$ cat src/rtl/ram_arb_pkg.sv
// Shared types and constants for the two-port RAM arbiter.
// Build option: RAM_ARB_FIXED_PRIO_EN selects fixed priority (port 0 wins).
package ram_arb_pkg;

  localparam int DEF_DATA_W = 32;
  localparam int DEF_ADDR_W = 5;

  localparam logic PORT_LSU = 1'b0;
  localparam logic PORT_DMA = 1'b1;

  typedef enum logic [1:0] {
    IDLE,
    ACCESS,
    DONE
  } state_t;

endpackage

$ cat src/rtl/ram_port_arbiter_rr_arb2.sv
// Combinational 2-way picker: round-robin by default,
// fixed priority (port 0) when RAM_ARB_FIXED_PRIO_EN is defined.
module rr_arb2
  import ram_arb_pkg::*;
(
  input  logic [1:0] req,
`ifndef RAM_ARB_FIXED_PRIO_EN
  input  logic       last_grant,
`endif
  output logic       grant
);

  always_comb begin
    grant = PORT_LSU;
`ifdef RAM_ARB_FIXED_PRIO_EN
    if (!req[0] && req[1]) grant = PORT_DMA;
`else
    // on contention the port that did not go last wins
    if (req == 2'b11) grant = ~last_grant;
    else if (req[1]) grant = PORT_DMA;
`endif
  end

endmodule

$ cat src/rtl/ram_port_arbiter.sv
// Arbitrates one single-port RAM between the LSU and DMA requesters.
// Build option: RAM_ARB_FIXED_PRIO_EN drops round-robin state.
module ram_port_arbiter
  import ram_arb_pkg::*;
#(
  parameter int DATA_W = DEF_DATA_W,
  parameter int ADDR_W = DEF_ADDR_W
) (
  input  logic              clk,
  input  logic              rst,
  input  logic              req0,
  input  logic              wr0,
  input  logic [ADDR_W-1:0] addr0,
  input  logic [DATA_W-1:0] wdata0,
  output logic              ack0,
  input  logic              req1,
  input  logic              wr1,
  input  logic [ADDR_W-1:0] addr1,
  input  logic [DATA_W-1:0] wdata1,
  output logic              ack1,
  output logic [DATA_W-1:0] rdata,
  output logic [DATA_W-1:0] ram_data,
  output logic [ADDR_W-1:0] ram_addr,
  output logic              ram_wr,
  output logic              ram_en,
  input  logic [DATA_W-1:0] ram_q,
  output logic              busy
);

  state_t     state;
  state_t     state_n;
  logic       grant;
  logic       pick;
  logic       any_req;
  logic [1:0] reqs;

  assign reqs    = {req1, req0};
  assign any_req = |reqs;

`ifdef RAM_ARB_FIXED_PRIO_EN
  rr_arb2 u_arb (
    .req   (reqs),
    .grant (pick)
  );
`else
  logic last_grant;

  rr_arb2 u_arb (
    .req        (reqs),
    .last_grant (last_grant),
    .grant      (pick)
  );

  // reset to DMA so the LSU wins the first contention
  always_ff @(posedge clk or posedge rst) begin
    if (rst) begin
      last_grant <= PORT_DMA;
    end else if (state == DONE) begin
      last_grant <= grant;
    end
  end
`endif

  always_comb begin
    state_n = state;
    ram_en  = 1'b0;
    busy    = 1'b1;
    ack0    = 1'b0;
    ack1    = 1'b0;
    unique case (state)
      IDLE: begin
        busy = 1'b0;
        if (any_req) state_n = ACCESS;
      end
      ACCESS: begin
        ram_en  = 1'b1;
        state_n = DONE;
      end
      DONE: begin
        ack0    = (grant == PORT_LSU);
        ack1    = (grant == PORT_DMA);
        state_n = IDLE;
      end
      default: state_n = IDLE;
    endcase
  end

  always_ff @(posedge clk or posedge rst) begin
    if (rst) begin
      state    <= IDLE;
      grant    <= PORT_LSU;
      ram_wr   <= 1'b0;
      ram_addr <= '0;
      ram_data <= '0;
      rdata    <= '0;
    end else begin
      state <= state_n;
      if (state == IDLE && any_req) begin
        grant    <= pick;
        ram_wr   <= (pick == PORT_DMA) ? wr1 : wr0;
        ram_addr <= (pick == PORT_DMA) ? addr1 : addr0;
        ram_data <= (pick == PORT_DMA) ? wdata1 : wdata0;
      end
      if (state == ACCESS && !ram_wr) begin
        rdata <= ram_q;
      end
    end
  end

endmodule

$ cat config.mk
export PLATFORM = sky130hd
export DESIGN_NAME = ram_port_arbiter
export DESIGN_NICKNAME = d
export VERILOG_FILES = /design/src/rtl/ram_arb_pkg.sv /design/src/rtl/ram_port_arbiter_rr_arb2.sv /design/src/rtl/ram_port_arbiter.sv
export SDC_FILE = /design/constraint.sdc
export NUM_CORES = 1
export LEC_CHECK = 0
export CAP_MARGIN = 20
export CORE_MARGIN = 1
export CORE_UTILIZATION = 35
export DETAILED_ROUTE_END_ITERATION = 10
export PLACE_DENSITY_LB_ADDON = 0.1
export SLEW_MARGIN = 20
export SYNTH_ARGS = -nofsm -noshare
export SYNTH_HDL_FRONTEND = slang
export SYNTH_SLANG_ARGS = --single-unit
export TNS_END_PERCENT = 5
$ cat constraint.sdc
create_clock -name clk -period 3 [get_ports clk]
set_clock_uncertainty 0.15 [all_clocks]
set_input_delay 0.45 -clock clk [delete_from_list [all_inputs] [get_ports clk]]
set_output_delay 0.45 -clock clk [all_outputs]
set_load 0.005 [all_outputs]
==> out/qor.txt <==
initial core utilization: 35.88%
CP max FO: 4
Post-DP HPWL: 5850 um
Final WS setup: 0.8207 ns
grt total ovfl: 0
DRC viols: 0
Die X: 99.09 um
sequential share of the synthesized area: 56.16%
root buf cell: clkbuf_8
Period minus WS final: 2.179 ns
die height: 99.09 um
Cell Area, Synth: 0.003299 mm2
slowest stage cell, crit path: clkdlybuf4s50_1
clk sink count: 74
worst min path class: flip-flop to flip-flop
maximum root-to-sink buffer count: 2
Hold Vio Cnt, Final: 0
Bufs and invs on worst path: 1
CORE AREA: 0.009196 mm2
setup repair bufs after CTS: 0
number of synthesized flops with an enable pin: 0
status: completed
hold_buf cts: 0
GPL Wtd Cong: 0.7140
arrival time at the worst endpoint: 1.58 ns
CP required: 2.40 ns
all-layer global routing usage: 17.02%
Worst Path Class, Setup: flip-flop to primary output
leakage power: 2.272 nW
# H-tree levels: 3
peak supply drop: 429.9 uV
die footprint: 0.009819 mm2
port bufs: 185
Cell Area, Placed: 0.005301 mm2
Top FF cell, synth: dfrtp_1
initial antenna violation count: 0
Crit. End Element: primary output
I/O pins: 186
DR vias/cell: 4.601
slew margin rel.: 57.47%
Avg Cell Area, Syn: 15.86 um2
Setup TNS: 0 ns
Slew Limit Fails: 0
# setup viols final: 0
CTS Buf Count: 9
PD cells: 902.9 mW/mm2
clock slew at reported path FFs: 0.07 ns
Worst Tran Pin Value: 0.6370 ns
Resized cells post-CTS: 0
Tcrit/Tclk final: 72.64%
# nets final: 510
design area: 0.005505 mm2
most common cell after layout, fill and taps aside: clkdlybuf4s50_1
vias in the first global route: 2,503
max cap viols: 0
CTS tree: yes
Layout area overhead: 66.86%
delay-heaviest family, CP: buffers and inverters
Hold WS: 0.3282 ns
Final Power: 4.971 mW
Clk Latency, worst-skew pair: 0.34 ns
#FFs+latches synth: 74
Cell variety after synth: 17
drt wl/cell: 15.50 um
Setup WS pre-CTS: 0.7368 ns
Cells after Synth: 208
Pre-Repair DR Iteration Count: 5
via count: 2,365
post-route ant nets: 0
drt total wl: 7965 um
row count: 35
CP max stage delay: 0.53 ns
most frequent cells in the layout: clkdlybuf4s50_1, mux2_2, dfrtp_1, mux2_4, clkbuf_8
initial drt markers: 41
CP Launch Type: flip-flop
ant diodes: 0
Synthesized Nets: 320
share of cells above drive strength 1: 33.25%
RSZ-0062 raised after global routing: false
CP Cell Sequence: nand2b_1 -> nor2_1 -> clkdlybuf4s50_1
synthesis warning total: 0
largest net degree at the start of global routing: 40
global-route wire length before repair: 12,700 um
max frequency: 0.4589 GHz
asr flop ratio synth: 100.0%
Fillers: 774
==> metrics by stage <==
stage               cells  utilization, %
global placement      498           57.65
CTS                   514           59.86
finish                514           59.86
floorplan             208               -
detailed placement    498           57.65
global route          514           59.86
==> path summary, 6_finish.rpt <==
check,startpoint,end,slack (ns),cells past startpoint
worst max-delay path,state[0]$_DFFE_PP0P_,ack1,0.82,3
worst min-delay path,state[1]$_DFFE_PP0P_,state[1]$_DFFE_PP0P_,0.33,1
worst max register to register,state[1]$_DFFE_PP0P_,ram_data[16]$_DFFE_PP0P_,1.11,4
worst min register to register,state[1]$_DFFE_PP0P_,state[1]$_DFFE_PP0P_,0.33,1
max in group asynchronous,rst,last_grant$_DFFE_PP1N_,1.69,3
min in group asynchronous,rst,rdata[19]$_DFFE_PP0P_,0.36,2
==> synthesized netlist by cell type (2+ instances only) <==
master / count / area share, %
buf_2: 5 / 0.76
buf_4: 4 / 0.91
buf_6: 2 / 0.68
dfrtp_1: 73 / 55
inv_1: 2 / 0.23
mux2_2: 89 / 30
mux2_4: 18 / 8.2
nor2_1: 4 / 0.45
nor2b_1: 3 / 0.57
==> state kept, by name (all words and copies together) (netlist names) <==
name,flops
grant,1
last_grant,1
ram_addr,5
ram_data,32
ram_wr,1
rdata,32
state,2
==> power breakdown <==
| group | internal [mW] | leakage (nW) | switching [mW] |
|---|---|---|---|
| Sequential | 1.52 | 0.868 | 0.256 |
| Combinational | 1.68 | 1.31 | 0.719 |
| Clock | 0.412 | 0.0962 | 0.383 |
| Total | 3.61 | 2.27 | 1.36 |
==> cell type report <==
class	count	area, um2	share of cell area [%]
Timing Repair Buffer	191	1934	35.14
Inverter	2	7.507	0.1364
Clock buffer	11	141.4	2.568
Tap cell	111	138.9	2.523
Sequential cell	74	1853	33.66
Clock inverter	5	62.56	1.136
Multi-Input combinational cell	120	1368	24.84
==> logic make-up (layout without fill, tap and decap cells) <==
group / after synthesis / in the layout / share of synthesized area (%)
buf+inv: 14 / 209 / 2.692
compound gates: 2 / 2 / 0.5310
mux: 109 / 109 / 39.21
flops: 74 / 74 / 56.16
simple gates: 9 / 9 / 1.403
==> per-layer routing <==
layer | wire length (um) | global-route usage (%) | share of wire, % | vias up
li1 | - | - | - | 1123
met1 | 3340 | 20.60 | 42 | 1136
met2 | 3955 | 28.89 | 50 | 97
met3 | 556 | 5.200 | 7.0 | 9
met4 | 113 | 5.995 | 1.4 | 0
met5 | 0 | 0 | 0 | -
==> worst reg2reg max path, cell delays in order (launching register included) <==
cell	delay, ns
dfrtp_1	0.41
or2_2	0.32
nor2_4	0.13
buf_4	0.38
mux2_2	0.40
Power figures use the tool's default switching activity.
